$ cat config.mk
export PLATFORM = sky130hd
export DESIGN_NAME = world_step_sequencer
export DESIGN_NICKNAME = d
export VERILOG_FILES = /design/src/rtl/world_step_sequencer.sv
export SDC_FILE = /design/constraint.sdc
export NUM_CORES = 1
export LEC_CHECK = 0
export CAP_MARGIN = 30
export CORE_ASPECT_RATIO = 1.75
export CORE_MARGIN = 3
export CORE_UTILIZATION = 35
export CTS_CLUSTER_DIAMETER = 30
export CTS_CLUSTER_SIZE = 20
export DETAILED_ROUTE_END_ITERATION = 6
export DONT_BUFFER_PORTS = 1
export MAX_ROUTING_LAYER = met4
export PLACE_DENSITY = 0.54
export SLEW_MARGIN = 25
export SYNTH_ARGS = -nofsm -noshare
export SYNTH_HDL_FRONTEND = slang
export SYNTH_SLANG_ARGS = --single-unit
export TNS_END_PERCENT = 1
$ cat constraint.sdc
create_clock -name clock -period 10.8 [get_ports clock]
set_input_delay 1.08 -clock clock [delete_from_list [all_inputs] [get_ports clock]]
set_output_delay 1.08 -clock clock [all_outputs]
set_load 0.02 [all_outputs]
$ cat src/rtl/world_step_sequencer.sv
// One robot step per iteration: read front/left/own map cells, drive the robot sensors,
// tick the robot, then apply its move/turn/remove decision to the position and the map.
module world_step_sequencer #(
    parameter int ROWS     = 10,
    parameter int COLS     = 20,
    parameter int ADDR_W   = 8,
    parameter int STEP_GAP = 4,
    parameter int RM_STEPS = 3
) (
    input  logic              clock,
    input  logic              reset,
    input  logic              run,
    input  logic              load,
    input  logic [5:0]        init_row,
    input  logic [5:0]        init_column,
    input  logic [1:0]        init_orientation,
    output logic [ADDR_W-1:0] mem_addr,
    output logic              mem_we,
    output logic [2:0]        mem_wdata,
    input  logic [2:0]        mem_rdata,
    output logic              head,
    output logic              left,
    output logic              under,
    output logic              barrier,
    output logic              robot_clock,
    input  logic              front,
    input  logic              turn,
    input  logic              remove,
    output logic [5:0]        robot_row,
    output logic [5:0]        robot_column,
    output logic [1:0]        robot_orientation,
    output logic              busy,
    output logic              step_done
);

    localparam logic [1:0] OR_N = 2'b00;
    localparam logic [1:0] OR_S = 2'b01;
    localparam logic [1:0] OR_E = 2'b10;
    localparam logic [1:0] OR_W = 2'b11;

    localparam logic [2:0] CELL_WALL  = 3'd1;
    localparam logic [2:0] CELL_TRASH = 3'd2;
    localparam logic [2:0] CELL_DIRT  = 3'd7;

    localparam logic [5:0] ROW_MAX = 6'(ROWS);
    localparam logic [5:0] COL_MAX = 6'(COLS);

    localparam int GAP_W = (STEP_GAP > 1) ? $clog2(STEP_GAP) : 1;
    localparam int RM_W  = (RM_STEPS > 1) ? $clog2(RM_STEPS) : 1;

    typedef enum logic [2:0] {
        S_IDLE,
        S_RDF,
        S_RDL,
        S_RDU,
        S_CAP,
        S_TICK,
        S_APPLY,
        S_GAP
    } state_t;

    state_t            state_q, state_d;
    logic [GAP_W-1:0]  gap_cnt_q, gap_cnt_d;
    logic [RM_W-1:0]   rm_cnt_q, rm_cnt_d;
    logic [5:0]        row_q, row_d;
    logic [5:0]        col_q, col_d;
    logic [1:0]        ori_q, ori_d;
    logic [2:0]        front_data_q, front_data_d;
    logic [2:0]        left_data_q, left_data_d;
    logic              head_q, head_d;
    logic              left_q, left_d;
    logic              under_q, under_d;
    logic              barrier_q, barrier_d;
    logic              robot_clock_q, robot_clock_d;
    logic              step_done_q, step_done_d;

    logic [5:0]        fr_row, fr_col, lf_row, lf_col;
    logic              front_ok, left_ok;
    logic              rm_last;

    function automatic logic in_range(input logic [5:0] r, input logic [5:0] c);
        return (r >= 6'd1) && (r <= ROW_MAX) && (c >= 6'd1) && (c <= COL_MAX);
    endfunction

    function automatic logic [ADDR_W-1:0] cell_addr(input logic [5:0] r, input logic [5:0] c);
        int a;
        a = int'(r) * COLS + int'(c);
        return ADDR_W'(a);
    endfunction

    function automatic logic [1:0] turn_left(input logic [1:0] o);
        logic [1:0] n;
        case (o)
            OR_N:    n = OR_W;
            OR_W:    n = OR_S;
            OR_S:    n = OR_E;
            default: n = OR_N;
        endcase
        return n;
    endfunction

    // Front and left-hand neighbour coordinates; row 0 wraps to 63 and reads as out of range.
    always_comb begin
        fr_row = row_q;
        fr_col = col_q;
        lf_row = row_q;
        lf_col = col_q;
        case (ori_q)
            OR_N: begin
                fr_row = row_q - 6'd1;
                lf_col = col_q - 6'd1;
            end
            OR_S: begin
                fr_row = row_q + 6'd1;
                lf_col = col_q + 6'd1;
            end
            OR_E: begin
                fr_col = col_q + 6'd1;
                lf_row = row_q - 6'd1;
            end
            default: begin
                fr_col = col_q - 6'd1;
                lf_row = row_q + 6'd1;
            end
        endcase
    end

    assign front_ok = in_range(fr_row, fr_col);
    assign left_ok  = in_range(lf_row, lf_col);
    assign rm_last  = (rm_cnt_q == RM_W'(RM_STEPS - 1));

    always_comb begin
        state_d       = state_q;
        gap_cnt_d     = gap_cnt_q;
        rm_cnt_d      = rm_cnt_q;
        row_d         = row_q;
        col_d         = col_q;
        ori_d         = ori_q;
        front_data_d  = front_data_q;
        left_data_d   = left_data_q;
        head_d        = head_q;
        left_d        = left_q;
        under_d       = under_q;
        barrier_d     = barrier_q;

        case (state_q)
            S_IDLE: begin
                if (load) begin
                    row_d = init_row;
                    col_d = init_column;
                    ori_d = init_orientation;
                end
                if (run) begin
                    state_d = S_RDF;
                end
            end
            S_RDF: state_d = S_RDL;
            S_RDL: begin
                front_data_d = mem_rdata;
                state_d      = S_RDU;
            end
            S_RDU: begin
                left_data_d = mem_rdata;
                state_d     = S_CAP;
            end
            S_CAP: begin
                head_d    = !front_ok || (front_data_q == CELL_WALL);
                left_d    = !left_ok || (left_data_q == CELL_WALL);
                under_d   = (mem_rdata == CELL_DIRT);
                barrier_d = front_ok && (front_data_q == CELL_TRASH);
                state_d   = S_TICK;
            end
            S_TICK: state_d = S_APPLY;
            S_APPLY: begin
                if (front) begin
                    if (!head_q) begin
                        row_d = fr_row;
                        col_d = fr_col;
                    end
                end else if (turn) begin
                    ori_d = turn_left(ori_q);
                end
                if (remove && barrier_q) begin
                    rm_cnt_d = rm_last ? '0 : rm_cnt_q + 1'b1;
                end else begin
                    rm_cnt_d = '0;
                end
                gap_cnt_d = GAP_W'(STEP_GAP - 1);
                state_d   = S_GAP;
            end
            S_GAP: begin
                if (gap_cnt_q == '0) begin
                    state_d = run ? S_RDF : S_IDLE;
                end else begin
                    gap_cnt_d = gap_cnt_q - 1'b1;
                end
            end
            default: state_d = S_IDLE;
        endcase

        robot_clock_d = (state_d == S_TICK);
        step_done_d   = (state_d == S_APPLY);
    end

    always_ff @(posedge clock or negedge reset) begin
        if (!reset) begin
            state_q       <= S_IDLE;
            gap_cnt_q     <= '0;
            rm_cnt_q      <= '0;
            row_q         <= 6'd1;
            col_q         <= 6'd1;
            ori_q         <= OR_N;
            front_data_q  <= '0;
            left_data_q   <= '0;
            head_q        <= 1'b0;
            left_q        <= 1'b0;
            under_q       <= 1'b0;
            barrier_q     <= 1'b0;
            robot_clock_q <= 1'b0;
            step_done_q   <= 1'b0;
        end else begin
            state_q       <= state_d;
            gap_cnt_q     <= gap_cnt_d;
            rm_cnt_q      <= rm_cnt_d;
            row_q         <= row_d;
            col_q         <= col_d;
            ori_q         <= ori_d;
            front_data_q  <= front_data_d;
            left_data_q   <= left_data_d;
            head_q        <= head_d;
            left_q        <= left_d;
            under_q       <= under_d;
            barrier_q     <= barrier_d;
            robot_clock_q <= robot_clock_d;
            step_done_q   <= step_done_d;
        end
    end

    // The write strobe is decoded in APPLY because remove is only valid in that cycle;
    // position is still pre-move there, so the front address is the cell being cleared.
    always_comb begin
        mem_addr = '0;
        case (state_q)
            S_RDF:   mem_addr = cell_addr(fr_row, fr_col);
            S_RDL:   mem_addr = cell_addr(lf_row, lf_col);
            S_RDU:   mem_addr = cell_addr(row_q, col_q);
            S_APPLY: mem_addr = cell_addr(fr_row, fr_col);
            default: mem_addr = '0;
        endcase
    end

    assign mem_we    = (state_q == S_APPLY) && remove && barrier_q && rm_last;
    assign mem_wdata = 3'd0;

    assign head              = head_q;
    assign left              = left_q;
    assign under             = under_q;
    assign barrier           = barrier_q;
    assign robot_clock       = robot_clock_q;
    assign step_done         = step_done_q;
    assign robot_row         = row_q;
    assign robot_column      = col_q;
    assign robot_orientation = ori_q;
    assign busy              = (state_q != S_IDLE);

endmodule

# --- Word level (Yosys, flattened, before mapping) ---
# Index checks and enable logic that the tools add are counted.
# Widths: inputs -> output; s select.
word_totals:
  output_inout_bits: 33
  in_bits: 24
  wordCells: 109
  register_bits: 33
classes:
  multipliers: 3
  mux: 26
  n_reduce_logical: 26
  order_cmp: 8
  n_eq_ne: 23
  addsub: 9
ops:
  columns: ["cell", "n"]
  rows:
  - ["$pmux 6 s2", 6]
  - ["$mux 6", 6]
  - ["$add 8x6->8", 3]
  - ["$ge 6x1->1 const B", 4]
  - ["$pmux 3 s8", 1]
  - ["$pmux 8 s3", 1]
  - ["$eq 3x3->1 const B", 7]
  - ["$mul 6x3->6 const B", 3]
  - ["$add 6x1->6 const B", 2]
  - ["$le 6x4->1 const B", 2]
  - ["$le 6x5->1 const B", 2]
  - ["$mux 2", 6]
  - ["$ne 2x2->1 const B", 6]
  - ["$sub 6x1->6 const B", 2]
  - ["$logic_and 1x1->1", 11]
  - ["$eq 3x1->1 const B", 3]
  - ["$eq 3x2->1 const B", 3]
  - ["$pmux 2 s2", 2]
  - ["$reduce_and 4->1", 2]
  - ["$eq 2x2->1 const B", 3]
  - ["$mux 3", 2]
  - ["$pmux 2 s3", 1]
  - ["$logic_not 2->1", 2]
  - ["$reduce_bool 2->1", 2]
  - ["other kinds (10)", 13]

# --- Depth between registers and ports, before layout ---
depth:
  word_depth: 9
  ltp_mapped: 17
  mapped_depth_nobuf: 14

# --- Worst setup path before layout ---
# Ideal clock, no wire load.
synth_path:
  kind: "register to output"
  from: "register ori_q[0] (netlist: robot_orientation[0])"
  to: "output port mem_addr[7]"
  n_path_buf: 2
  path_stages_with_launch: 17
  required_time_ps: 9720
  slack_ps: 5999
  arrival_time_ps: 3721
  cell_sequence: "dfrtp_1 > inv_1 > ha_1 > clkbuf_1 > clkbuf_1 > nor2b_1 > a21oi_1 > o21ai_0 > ha_1 > ha_1 > inv_1 > fa_1 > nor2_1 > o31ai_1 > xor2_1 > xnor3_1 > o221ai_1"
synth_between:
  elab_chain_len: 6
  elab_cells_between_ends: 13
  cone_classes: "2 x add/sub; 2 x mul; 2 x eq/ne; 5 x mux; 2 x reduce/logical"
synth_lines:
  columns: ["item", "line_no", "source"]
  rows:
  - ["start: declaration", "67", "logic [1:0] ori_q, ori_d;"]
  - ["start signal: assignment", "227", "ori_q <= ori_d;"]
  - ["$eq 2x1->1 / $logic_not 2->1 (equally long branches)", "108", "case (ori_q)"]
  - ["$reduce_or 2->1 (no source line)", null, null]
  - ["$pmux 6 s2", "108", null]
  - ["$mul 6x3->6", "87", "a = int'(r) * COLS + int'(c);"]
  - ["$add 8x6->8", "87", null]
  - ["$pmux 8 s3 (*)", "243", "case (state_q)"]
  - ["end: declaration", "17", "output logic [ADDR_W-1:0] mem_addr,"]
# Every way passes the cells marked *; elsewhere a longest branch is shown, timed or not.

# --- Worst setup path in the final report ---
# Ends and elaborated chain as after synthesis.

==> run summary <==
=================================================================================================
Area share of the largest cell type after synthesis ................................        0.205
CTS sink cnt .......................................................................           33
CTS HTree Levels ...................................................................            2
Final critical-path share of the clock period ......................................        0.557
Number of warnings issued by yosys .................................................            0
Top area cells in the synthesized netlist .......................................... dfrtp_1, ha_1, xnor2_1, nand2_1, o21ai_0
DIE AREA ...........................................................................   12,100 um2
Endpoints failing setup ............................................................            0
Number of cells produced by synthesis ..............................................          458
Combinational family with the most area after synthesis ............................ compound AO/OA/AOI/OAI gates
RSZ-0062 raised after global routing ...............................................           no
Number of DRC violations after detailed routing ....................................            0
Simple logic cell fraction of the synthesized area .................................        0.186
Later-pin clock latency in the skew report .........................................      0.28 ns
Number of port buffers .............................................................            0
Pins over their slew limit .........................................................            0
CTS tree ...........................................................................         done
Overall track demand over capacity in global routing ...............................        0.196
Total clock buffers created by CTS .................................................            5
Library cell with the largest summed area after synthesis ..........................      dfrtp_1
1st-iter DRT viols .................................................................          314
Crit path max fanout ...............................................................           19
Portion of netlist area occupied by mux cells ......................................       0.0563
FFs w/ async S/R, synth ............................................................         1.00
Placeable Area .....................................................................   10,400 um2
Cell area after technology mapping .................................................     3780 um2
Number of distinct library cell variants in the gate-level netlist after synthesis .           68
Maximum operating frequency ........................................................      166 MHz
Half-perimeter wire length after placement .........................................      9300 um
Start-to-end type of the worst setup path ..........................................   reg -> out
Compound-gate portion of the synthesized area ......................................        0.244
DR vias ............................................................................        3,328
Initial Utilization ................................................................        0.362
First-pass iteration count of the detailed router ..................................            4
CP Capture Type ....................................................................  output port
Placer Congestion ..................................................................        0.889
Critical Path Start Type ...........................................................         flop
Number of cell rows ................................................................           49
Number of post-CTS setup repair buffers ............................................            0
Worst rel slew slack ...............................................................        0.399
Endpoint required time on the critical path ........................................      9.72 ns
Cell chosen for the clock root .....................................................    clkbuf_16
Top-Level Pins .....................................................................           57
Synth Area in XOR/XNOR .............................................................       0.0768
Pin count of the biggest net entering global routing ...............................           34
Proportion of layout cells with a drive suffix above 1 .............................       0.0890
Number of nets with antenna violations after detailed routing ......................            0
Setup total negative slack .........................................................         0 ns
Primary FF master, synth ...........................................................      dfrtp_1
Post-Route Skew ....................................................................   0.00493 ns
Worst min-delay path class .........................................................   reg -> reg
Post-DR wirelength/cell ............................................................      20.6 um
Mean number of vias per cell .......................................................         5.89
Synth top cells by count ........................................................... nand2_1, ha_1, nor2_1, o21ai_0, dfrtp_1
Number of synthesized register bits ................................................           33
First-pass GRT wire length .........................................................    18,100 um
Number of buffers added to fix hold violations after cts ...........................            0
Count of flip-flops with a built-in enable after synthesis .........................            0
Data arrival time of the critical path .............................................      4.93 ns
Post-synthesis adder-cell area fraction ............................................        0.141
Net count, final ...................................................................          500
Max clock buf depth ................................................................            2
Clk slew on worst S/H paths ........................................................      0.06 ns
Number of global-route vias before repair ..........................................        3,276
Number of instances resized during post-cts repair .................................            0
Portion of the post-synthesis area used by sequential elements .....................        0.219
Syn_area_per_cell ..................................................................     8.25 um2
Total global routing overflow ......................................................            0
Vertical die dimension .............................................................       143 um
Horizontal die dimension ...........................................................      84.5 um
Top-count cell post-synth ..........................................................      nand2_1
Status .............................................................................    completed
Number of max-cap violations .......................................................            0
Slew at the pin closest to its max-slew limit ......................................     0.901 ns
Area overhead of the layout relative to synthesis ..................................        5.23%
Wire length after detailed routing .................................................    11,600 um
Antenna Diode Count ................................................................            0
Final Critical Period ..............................................................      6.01 ns
Initial antenna violation count ....................................................            0
Final-report hold violation count ..................................................            0
=================================================================================================
==> final timing paths <==
kind                                            from              endpoint  slack [ns]  cells after the start
worst min register to register          gap_cnt_q[0]          gap_cnt_q[0]        0.48                      1
worst min-delay path                    gap_cnt_q[0]          gap_cnt_q[0]        0.48                      1
min in group asynchronous                      reset  robot_orientation[1]        0.49                      0
max in group asynchronous                      reset       robot_column[0]       10.13                      0
worst max register to register  robot_orientation[0]                  head        7.37                      8
worst max-delay path            robot_orientation[0]           mem_addr[7]        4.79                     14
==> metrics by stage <==
step	std cells	area (um2)	util	setup slack [ns]	hold slack, ns
4_1_cts	565	3980	0.381	4.82	0.480
5_1_grt	565	3980	0.381	4.57	0.474
2_1_floorplan	460	3780	-	6.00	0.449
3_5_place_dp	557	3800	0.365	5.16	0.477
3_3_place_gp	557	3800	0.365	5.30	0.468
6_report	565	3980	0.381	4.79	0.485
==> cells in the final DEF (no fill, tap or decap), types with 4 or more instances in the layout <==
cell type,synthesis,layout
xor2_1,9,9
mux2i_1,10,10
clkbuf_16,0,5
mux2_2,9,9
a22oi_1,8,8
a31oi_1,6,6
a211oi_1,7,7
a21oi_1,26,26
o22ai_1,7,7
nor3_1,10,10
nand2_1,43,43
nor2_1,32,31
nor3b_1,7,7
ha_1,33,33
o21ai_0,32,32
dfrtp_1,31,31
or3_1,5,5
nand3b_1,4,4
nand3_1,7,7
buf_4,3,4
inv_1,30,30
nand2b_1,4,4
o31ai_1,7,7
fa_1,6,6
a21o_1,11,11
and3_1,4,4
xnor2_1,19,19
==> metal layers <==
metal	track usage	vias to the layer above	part of all wire
li1	-	1612	-
met1	0.204	1573	0.36
met2	0.347	114	0.54
met3	0.0258	29	0.050
met4	0.121	0	0.048
met5	-	-	0
==> cells by family (layout without fill, tap and decap cells) <==
logic type | count (synthesis) | after routing
DFF | 33 | 33
xor gates and xnor gates | 30 | 30
AOI/OAI and AO/OA | 134 | 134
adders and majority gates | 39 | 39
buffers and inverters | 64 | 42
other | 1 | 3
muxes | 20 | 20
and+or+nand+nor | 137 | 137
==> registers in the layout, summed over array words and instances, names as in the netlist <==
register	cells
barrier	1
robot_row	6
robot_clock	1
left	1
front_data_q	3
under	1
rm_cnt_q	2
robot_orientation	2
step_done	1
state_q	3
left_data_q	3
robot_column	6
gap_cnt_q	2
head	1
==> cell type report <==
cell class / instances / area (um2)
multi-input cells: 363 / 2670
inverters: 30 / 113
clock inverters: 3 / 46.3
flip-flops and latches: 33 / 828
fillers: 1093 / 6450
well taps: 127 / 159
repair buffers: 4 / 30.0
clock buffers: 5 / 125
==> critical path, cell delays in order, from the launching register on <==
cell      delay, ns
dfrtp_1        0.48
inv_1          0.15
ha_1           0.61
or2_1          0.63
a21oi_1        0.14
o21ai_0        0.42
ha_1           0.32
ha_1           0.19
inv_1          0.06
fa_1           0.44
nor2_1         0.14
o31ai_1        0.11
xor2_1         0.21
xnor3_1        0.25
o221ai_1       0.49
Power is left out: the tool's default activity adds up to more than one toggle a clock period on the data nets, which glitch-free logic cannot reach.
